**src/rtl/i2c_slave.sv**
```systemverilog
// I2C target with fixed 7-bit address, 8-bit sub-address pointer and a simple
// register-port back end; no clock stretching, SCL is input-only.
module i2c_slave #(
  parameter logic [6:0] SLAVE_ADDR = 7'h50
) (
  input  logic       i_clk,
  input  logic       reset_n,
  input  logic       scl_i,
  input  logic       sda_i,
  output logic       sda_oe,
  output logic [7:0] reg_addr,
  output logic [7:0] wr_data,
  output logic       wr_en,
  output logic       rd_en,
  input  logic [7:0] rd_data,
  output logic       busy
);

  typedef enum logic [3:0] {
    S_IDLE, S_ADDR, S_ADDR_ACK, S_SUB, S_SUB_ACK,
    S_WDATA, S_WDATA_ACK, S_RDATA, S_RACK, S_IGNORE
  } state_t;

  state_t r_state, w_next;

  logic       r_scl_s1, r_scl_s2, r_scl_d;
  logic       r_sda_s1, r_sda_s2, r_sda_d;
  logic [7:0] r_shift;
  logic [2:0] r_bitcnt;
  logic       r_phase, r_rw, r_sda_oe, r_wr_en, r_rd_en, r_rd_pend, r_busy;
  logic [7:0] r_reg_addr, r_wr_data;

  logic       w_scl_rise, w_scl_fall, w_start, w_stop;
  logic       w_byte_done, w_ack_state, w_shift_state, w_enter;
  logic [7:0] w_byte;

  always_ff @(posedge i_clk or negedge reset_n) begin
    if (!reset_n) begin
      r_scl_s1 <= 1'b1; r_scl_s2 <= 1'b1; r_scl_d <= 1'b1;
      r_sda_s1 <= 1'b1; r_sda_s2 <= 1'b1; r_sda_d <= 1'b1;
    end else begin
      r_scl_s1 <= scl_i;    r_scl_s2 <= r_scl_s1; r_scl_d <= r_scl_s2;
      r_sda_s1 <= sda_i;    r_sda_s2 <= r_sda_s1; r_sda_d <= r_sda_s2;
    end
  end

  assign w_scl_rise    = r_scl_s2 & ~r_scl_d;
  assign w_scl_fall    = ~r_scl_s2 & r_scl_d;
  assign w_start       = r_scl_s2 & r_scl_d & r_sda_d & ~r_sda_s2;
  assign w_stop        = r_scl_s2 & r_scl_d & ~r_sda_d & r_sda_s2;
  assign w_byte        = {r_shift[6:0], r_sda_s2};
  assign w_byte_done   = w_scl_rise & (r_bitcnt == 3'd7);
  assign w_ack_state   = (r_state == S_ADDR_ACK) || (r_state == S_SUB_ACK) ||
                         (r_state == S_WDATA_ACK);
  assign w_shift_state = (r_state == S_ADDR) || (r_state == S_SUB) || (r_state == S_WDATA);
  assign w_enter       = (w_next != r_state);

  always_ff @(posedge i_clk or negedge reset_n) begin
    if (!reset_n) r_state <= S_IDLE;
    else          r_state <= w_next;
  end

  // RACK samples the master's ACK on the rise but waits for the fall before
  // re-entering RDATA, so every RDATA entry lands while SCL is low.
  always_comb begin
    w_next = r_state;
    if (w_start)     w_next = S_ADDR;
    else if (w_stop) w_next = S_IDLE;
    else begin
      case (r_state)
        S_ADDR:      if (w_byte_done) w_next = (w_byte[7:1] == SLAVE_ADDR) ? S_ADDR_ACK : S_IGNORE;
        S_ADDR_ACK:  if (w_scl_fall && r_phase) w_next = r_rw ? S_RDATA : S_SUB;
        S_SUB:       if (w_byte_done) w_next = S_SUB_ACK;
        S_SUB_ACK:   if (w_scl_fall && r_phase) w_next = S_WDATA;
        S_WDATA:     if (w_byte_done) w_next = S_WDATA_ACK;
        S_WDATA_ACK: if (w_scl_fall && r_phase) w_next = S_WDATA;
        S_RDATA:     if (w_scl_fall && (r_bitcnt == 3'd7)) w_next = S_RACK;
        S_RACK: begin
          if (w_scl_rise && !r_phase && r_sda_s2) w_next = S_IGNORE;
          else if (w_scl_fall && r_phase)         w_next = S_RDATA;
        end
        default: w_next = r_state;
      endcase
    end
  end

  always_ff @(posedge i_clk or negedge reset_n) begin
    if (!reset_n) begin
      r_shift    <= '0;
      r_bitcnt   <= '0;
      r_phase    <= 1'b0;
      r_rw       <= 1'b0;
      r_sda_oe   <= 1'b0;
      r_reg_addr <= '0;
      r_wr_data  <= '0;
      r_wr_en    <= 1'b0;
      r_rd_en    <= 1'b0;
      r_rd_pend  <= 1'b0;
      r_busy     <= 1'b0;
    end else begin
      r_rd_en   <= (w_next == S_RDATA) && (r_state != S_RDATA);
      r_rd_pend <= r_rd_en;
      r_wr_en   <= (r_state == S_WDATA) && (w_next == S_WDATA_ACK);

      if (r_state == S_ADDR && w_byte_done) r_rw <= r_sda_s2;

      if (r_state == S_WDATA && w_next == S_WDATA_ACK) r_wr_data <= w_byte;

      if (r_state == S_SUB && w_next == S_SUB_ACK)
        r_reg_addr <= w_byte;
      else if (r_wr_en || (r_state == S_RACK && w_scl_rise && !r_phase && !r_sda_s2))
        r_reg_addr <= r_reg_addr + 8'd1;

      if (r_rd_pend)
        r_shift <= rd_data;
      else if (w_scl_rise && w_shift_state)
        r_shift <= w_byte;
      else if (w_scl_fall && r_state == S_RDATA)
        r_shift <= {r_shift[6:0], 1'b0};

      if (w_start || w_enter)
        r_bitcnt <= '0;
      else if ((w_scl_rise && w_shift_state) || (w_scl_fall && r_state == S_RDATA))
        r_bitcnt <= r_bitcnt + 3'd1;

      if (w_start || w_enter)
        r_phase <= 1'b0;
      else if ((w_scl_fall && w_ack_state) || (w_scl_rise && r_state == S_RACK))
        r_phase <= 1'b1;

      if (w_start || w_stop)
        r_sda_oe <= 1'b0;
      else if (w_ack_state) begin
        if (w_scl_fall) r_sda_oe <= ~r_phase;
      end else if (r_state == S_RDATA) begin
        if (r_rd_pend)       r_sda_oe <= ~rd_data[7];
        else if (w_scl_fall) r_sda_oe <= (r_bitcnt == 3'd7) ? 1'b0 : ~r_shift[6];
      end else
        r_sda_oe <= 1'b0;

      if (w_stop) r_busy <= 1'b0;
      else if (r_state == S_ADDR && w_next == S_ADDR_ACK) r_busy <= 1'b1;
    end
  end

  assign sda_oe   = r_sda_oe;
  assign reg_addr = r_reg_addr;
  assign wr_data  = r_wr_data;
  assign wr_en    = r_wr_en;
  assign rd_en    = r_rd_en;
  assign busy     = r_busy;

endmodule
```
**config.mk**
```make
export PLATFORM = sky130hd
export DESIGN_NAME = i2c_slave
export DESIGN_NICKNAME = d
export VERILOG_FILES = /design/src/rtl/i2c_slave.sv
export SDC_FILE = /design/constraint.sdc
export NUM_CORES = 1
export LEC_CHECK = 0
export ABC_AREA = 1
export BUFFER_PORTS_ARGS = -buffer_cell sky130_fd_sc_hd__buf_2
export CAP_MARGIN = 5
export CELL_PAD_IN_SITES_DETAIL_PLACEMENT = 1
export CELL_PAD_IN_SITES_GLOBAL_PLACEMENT = 1
export CORE_MARGIN = 3
export CORE_UTILIZATION = 38
export CTS_CLUSTER_SIZE = 10
export DETAILED_ROUTE_END_ITERATION = 6
export PLACE_DENSITY_LB_ADDON = 0.1
export SLEW_MARGIN = 10
export SYNTH_ARGS = -nofsm -noshare
export SYNTH_HDL_FRONTEND = slang
export SYNTH_SLANG_ARGS = --single-unit
```
**constraint.sdc**
```tcl
create_clock -name i_clk -period 1.8 [get_ports i_clk]
set_input_delay 0.45 -clock i_clk [delete_from_list [all_inputs] [get_ports i_clk]]
set_output_delay 0.45 -clock i_clk [all_outputs]
set_load 0.02 [all_outputs]
```
# == Word-level counts from Yosys, hierarchy flattened ==
# Index checks and enable logic that the tools add are counted.
# classes
mux,31
n_eq_ne,18
add_sub_neg,2
reduce_logical,33
bitwise,15
# ops
cell,n
4-bit two-way mux,11
"4-bit by 3-bit equality test with 1-bit output, second input constant",7
4-bit case mux with 7 select lines,1
7-bit two-way mux,3
8-bit two-way mux,2
1-bit logical AND,15
"4-bit by 2-bit equality test with 1-bit output, second input constant",3
1-bit two-way mux,11
1-bit logical OR,9
3-bit two-way mux,3
"8-bit by 1-bit adder with 8-bit output, second input constant",1
1-bit AND,8
2-bit nonzero test,4
"7-bit equality test, second input constant",1
1-bit NOT,7
"4-bit by 1-bit equality test with 1-bit output, second input constant",1
"4-bit equality test, second input constant",1
"4-bit by 3-bit inequality test with 1-bit output, second input constant",1
4-bit inequality test,1
"4-bit inequality test, second input constant",1
"3-bit by 1-bit adder with 3-bit output, second input constant",1
"3-bit equality test, second input constant",1
"3-bit by 2-bit inequality test with 1-bit output, second input constant",1
3-bit nonzero test,1
3 further kinds,4
# totals
register_bits,43
output_inout_bits,20
word_cells,117
input_bits,12

# == Depth between registers and ports, before layout ==
# depth
ltp_word,12
ltp_mapped,14
ltp_nobuf,14

# == Worst setup path after synthesis ==
# No wires, ideal clock.
# synth_timing
path_kind,register to register
from,reg r_bitcnt[0]
to,reg r_bitcnt[0]
stages_incl_launch_ff,14
synth_period_minus_slack_ns,1.731
setup_time_ns,0.072
arrival_ns,1.660
n_path_buf,0
path_slack_ns,0.069
required_time_ns,1.728
cell_sequence,dfrtp_1 > ha_1 > ha_1 > inv_1 > nor2_2 > nand2_2 > nand3_1 > nor2_1 > nand2_1 > nand3_1 > nand2_1 > nor2_1 > nand3_2 > nor2_1
# synth_via
elab_chain_len,9
elab_cells_between_ends,16
cone_classes,1 x add/sub; 2 x eq/ne; 9 x mux; 1 x bitwise; 3 x reduce/logical
# synth_rtl
item,line,source
from (decl),29,logic [2:0] r_bitcnt;
from (signal assigned),124,r_bitcnt <= r_bitcnt + 3'd1;
3-bit equality test,"52, 77",
1-bit AND or 1-bit logical AND (tied branches),"52, 77",
"4-bit two-way mux, on equally long branches",-,
4-bit case mux with 7 select lines,70,case (r_state)
4-bit two-way mux,68,else if (w_stop) w_next = S_IDLE;
4-bit two-way mux,67,if (w_start) w_next = S_ADDR;
4-bit inequality test,56,assign w_enter = (w_next != r_state);
1-bit logical OR,121,if (w_start || w_enter)
3-bit two-way mux or 2-bit nonzero test (tied branches),-,
# Parallel ways exist; a longest one is shown, timed or not. The select of a mux whose other input is x is not followed.
# A chain may end at the register's enable or synchronous reset.

# == Worst setup path in the final report ==
# layout_timing
from,reg r_sda_s2
to,reg r_bitcnt[1]
# layout_via
elab_chain_len,8
elab_cells_between_ends,12
cone_classes,1 x eq/ne; 5 x mux; 3 x bitwise; 3 x reduce/logical
# layout_rtl
item,line,source
from (decl),27,"logic r_sda_s1, r_sda_s2, r_sda_d;"
from (signal assigned),43,r_sda_s1 <= sda_i; r_sda_s2 <= r_sda_s1; r_sda_d <= r_sda_s2;
1-bit logical AND,79,if (w_scl_rise && !r_phase && r_sda_s2) w_next = S_IGNORE;
4-bit two-way mux,79,
4-bit case mux with 7 select lines,70,
4-bit two-way mux,68,
4-bit two-way mux,67,
4-bit inequality test,56,
1-bit logical OR (*),121,
3-bit two-way mux or 2-bit nonzero test (tied branches),-,
# Every way passes the cells marked *; elsewhere a longest branch is shown, timed or not.

==> results.yml <==
status:
  status: "finished with violations"
  violations: "negative setup slack"
power_and_ir_drop:
  leakage_nw: 1.55
  switching_share: 0.434
  pwr-share-seq: 0.329
  switchingPower_w: 0.00187
  pwr-share-clk: 0.155
  internal_power_w: 0.00244
  combinationalPowerShare: 0.515
  peakVddDrop_mv: 0.617
  p_per_area_nw_per_um2: 1410
timing:
  rsz0062_at_grt: "true"
  setup_viol: 4
  drv_slew: 0
  finalHoldViolations: 0
  setup_slack_ps: -89.8
  maxSlewHeadroom: 0.721
  min_period_over_period: 1.05
  tightest_slew_ps: 417
  max_freq_ghz: 0.529
  period_needed_ps: 1890
  skew_ps: 7.40
clocking:
  tritoncts.num_buffers: 5
  htree_levels: 2
  hold_buffers: 0
  cts_tree: "done"
  clockRootBuffer: "clkbuf_8"
  cts_sinks: 43
  clk_transition_reported_paths_ps: 90
  clockBufferDepth: 2
  clkLatencyLatePin_ps: 300
synth:
  netlist.area_leader.share: 0.406
  synth_flop_cell: "dfrtp_1"
  synthCells: 296
  async_reset_ff_frac: 1.00
  synth_area_um2: 2280
  yosysUniqueCellTypes: 32
  ys_top_cells_by_area: "dfrtp_1, nand2_1, dfstp_2"
  syn_nets: 311
  synth_edf_count: 0
  ys_ff_latch: 43
  yosysWarningCount: 0
  syn_avg_cell_area_um2: 7.70
  yosysSeqAreaShare: 0.475
  yosysTopAreaCell: "dfrtp_1"
placement:
  hpwl_mm: 5.11
  pre_cts_ws_ps: -136
  placed_cells: 430
  io_buffers: 31
  routabilityCongestion: 0.867
route:
  dr.pass1.iters: 4
  drt_iter0_markers: 133
  routed_via_density: 4.95
  drt.antenna.violating_nets: 0
  wl_per_cell_um: 15.3
  vias: 2194
  drc: 0
  routed.top_layer: "met4"
  wirelength_mm: 6.76
  dr_wl_met3_um: 236
  dr_wl_met2_mm: 3.13
  wl_met1_mm: 3.31
finish:
  area_growth_syn_to_layout_pct: 33.8
  multi_input_area_um2: 1160
  regArea_um2: 1090
  fill_cells: 727
  final_nets: 385
  antenna_cells: 0
  final_layout_size_suffix_gt1_frac: 0.358
  finalNonFillerCells: 443
  utilization: 0.541
die:
  die_area_um2: 6960
  start_util: 0.404
  row_count: 27
  io_pins: 32
  core_area_um2: 5640
  die_w_um: 83.5
  die_h_um: 83.5
global_routing:
  antenna_found_initial: 0
  grt_max_degree: 29
  grtUsageTotal: 0.198
  grt_pass1_wl_mm: 11.1
  grt_pass1_vias: 2278
  grt_overflow: 0
worst_setup_path:
  reg2regPathDepth: 12
  worstSetupStartpointType: "flip-flop"
  timing.rr.start: "r_sda_s2$_DFF_PN1_"
  ff2ff_setup_slack_ps: -90
  required_ps: 2040
  critical_path.max_stage_delay_ps: 540
  crit_chain: "inv_1 > nor2_1 > nand2_1 > nand2_1 > nor2_1 > nor2_1 > nand2_1 > nand3_1 > nand2_1 > nor2_2 > nand3_4 > nor2_1"
  path_max_fanout: 6
  cp-end-kind: "flip-flop"
  criticalPathCategory: "flip-flop to flip-flop"
  r2r-end: "r_bitcnt[1]$_DFFE_PN0P_"
  crit_path_top_delay_cell: "dfstp_2"
  arrival_ps: 2130
worst_hold_path:
  hp-class: "input port to asynchronous set/reset pin"
job:
  cap_viol_max_count: 0
## layout make-up
type / instances / share of cell area
Multi-Input combinational cell: 211 / 0.379
Sequential cell: 43 / 0.356
Timing Repair Buffer: 73 / 0.158
Inverter: 36 / 0.0455
Tap cell: 72 / 0.0295
Clock buffer: 6 / 0.0271
Clock inverter: 2 / 0.00451
## layer usage
metal / up-vias / track usage
li1: 1099 / -
met1: 1055 / 0.271
met2: 32 / 0.318
met3: 8 / 0.0444
met4: 0 / 0.0512
met5: - / 0
## state kept, by name, indices dropped and copies added (netlist names), 3 cells and up
name      cells
r_state       4
wr_data       8
reg_addr      8
r_shift       7
r_bitcnt      3
## power groups by stage
stage	Sequential (W)	Combinational [W]	Clock (W)
final	0.00142	0.00222	0.000669
after global placement	0.00142	0.00194	0
after detailed placement	0.00143	0.00196	0
after global routing	0.00146	0.00248	0.000736
after floorplan	0.00142	0.00114	0
after CTS	0.00141	0.00202	0.000689
## worst max-delay path, delay by kind of cell, from the launching register on
kind	cells	cell delay, ps
buffers and inverters	1	130
DFF	1	540
and+or+nand+nor	11	1160
## stage by stage
stage / hold slack, ps / cell area [um^2] / setup TNS (ps) / power, W
after global routing: 74.1 / 3050 / -1520 / 0.00467
final: 62.8 / 3050 / -304 / 0.00431
after CTS: 73.0 / 2950 / -158 / 0.00412
after detailed placement: 350 / 2780 / -730 / 0.00339
after global placement: 346 / 2780 / -141 / 0.00336
after floorplan: 154 / 2280 / 0 / 0.00256
## cell families after synthesis
family	after synthesis	synth area share
multiplexers	2	0.00988
buffers and inverters	42	0.0757
adder cells (fa/ha/maj)	3	0.0165
flip-flops	43	0.475
AO/OA/AOI/OAI	45	0.120
XOR/XNOR	6	0.0231
AND/OR/NAND/NOR	155	0.280
## how the worst max path moves through the flow
stage	to	slack (ps)	start	depth (start not counted)
after detailed placement	r_bitcnt[2]$_DFFE_PN0P_	-140	r_bitcnt[0]$_DFFE_PN0P_	14
after global placement	r_bitcnt[1]$_DFFE_PN0P_	-30	r_bitcnt[0]$_DFFE_PN0P_	14
after global routing	r_bitcnt[1]$_DFFE_PN0P_	-280	r_sda_s2$_DFF_PN1_	12
final	r_bitcnt[1]$_DFFE_PN0P_	-90	r_sda_s2$_DFF_PN1_	12
after floorplan	r_bitcnt[0]$_DFFE_PN0P_	70	r_bitcnt[0]$_DFFE_PN0P_	13
after CTS	r_bitcnt[2]$_DFFE_PN0P_	-50	r_bitcnt[0]$_DFFE_PN0P_	14
## cell usage after synthesis (2+ instances only)
library cell,count
a211oi_1,2
a21oi_1,9
a31oi_1,2
buf_2,2
clkbuf_1,2
dfrtp_1,37
dfstp_2,6
ha_1,3
inv_1,33
inv_2,2
mux2_2,2
nand2_1,86
nand2_2,2
nand3_1,13
nand3_2,2
nand4_1,4
nor2_1,42
nor2_2,3
nor3_1,2
o211ai_1,2
o21ai_0,20
o221ai_1,6
xnor2_1,2
xor2_1,4
## cell usage in the layout (no fill, tap or decap), types with 2 or more instances in the layout
cell type   n
nand2_1    76
buf_4      41
dfrtp_1    35
inv_1      31
buf_2      31
nor2_1     29
o21ai_0    20
nand2_2    12
nand3_1    12
nor2_2      9
a21oi_1     8
nor2_4      7
o221ai_1    6
clkbuf_8    6
dfstp_2     6
nand4_1     4
xor2_1      4
inv_2       3
nand3_2     2
clkinv_2    2
xnor2_1     2
mux2_2      2
a211oi_1    2
nor3_1      2
o211ai_1    2
dfrtp_2     2
## timing repair
| action | CTS | global route |
|---|---|---|
| pin swaps | 8 | 8 |
| buffers inserted | 2 | 3 |
| endpoints found under the setup margin | 10 | 18 |
| gates resized for setup | 17 | 26 |
(Power assumes the default switching activity.)
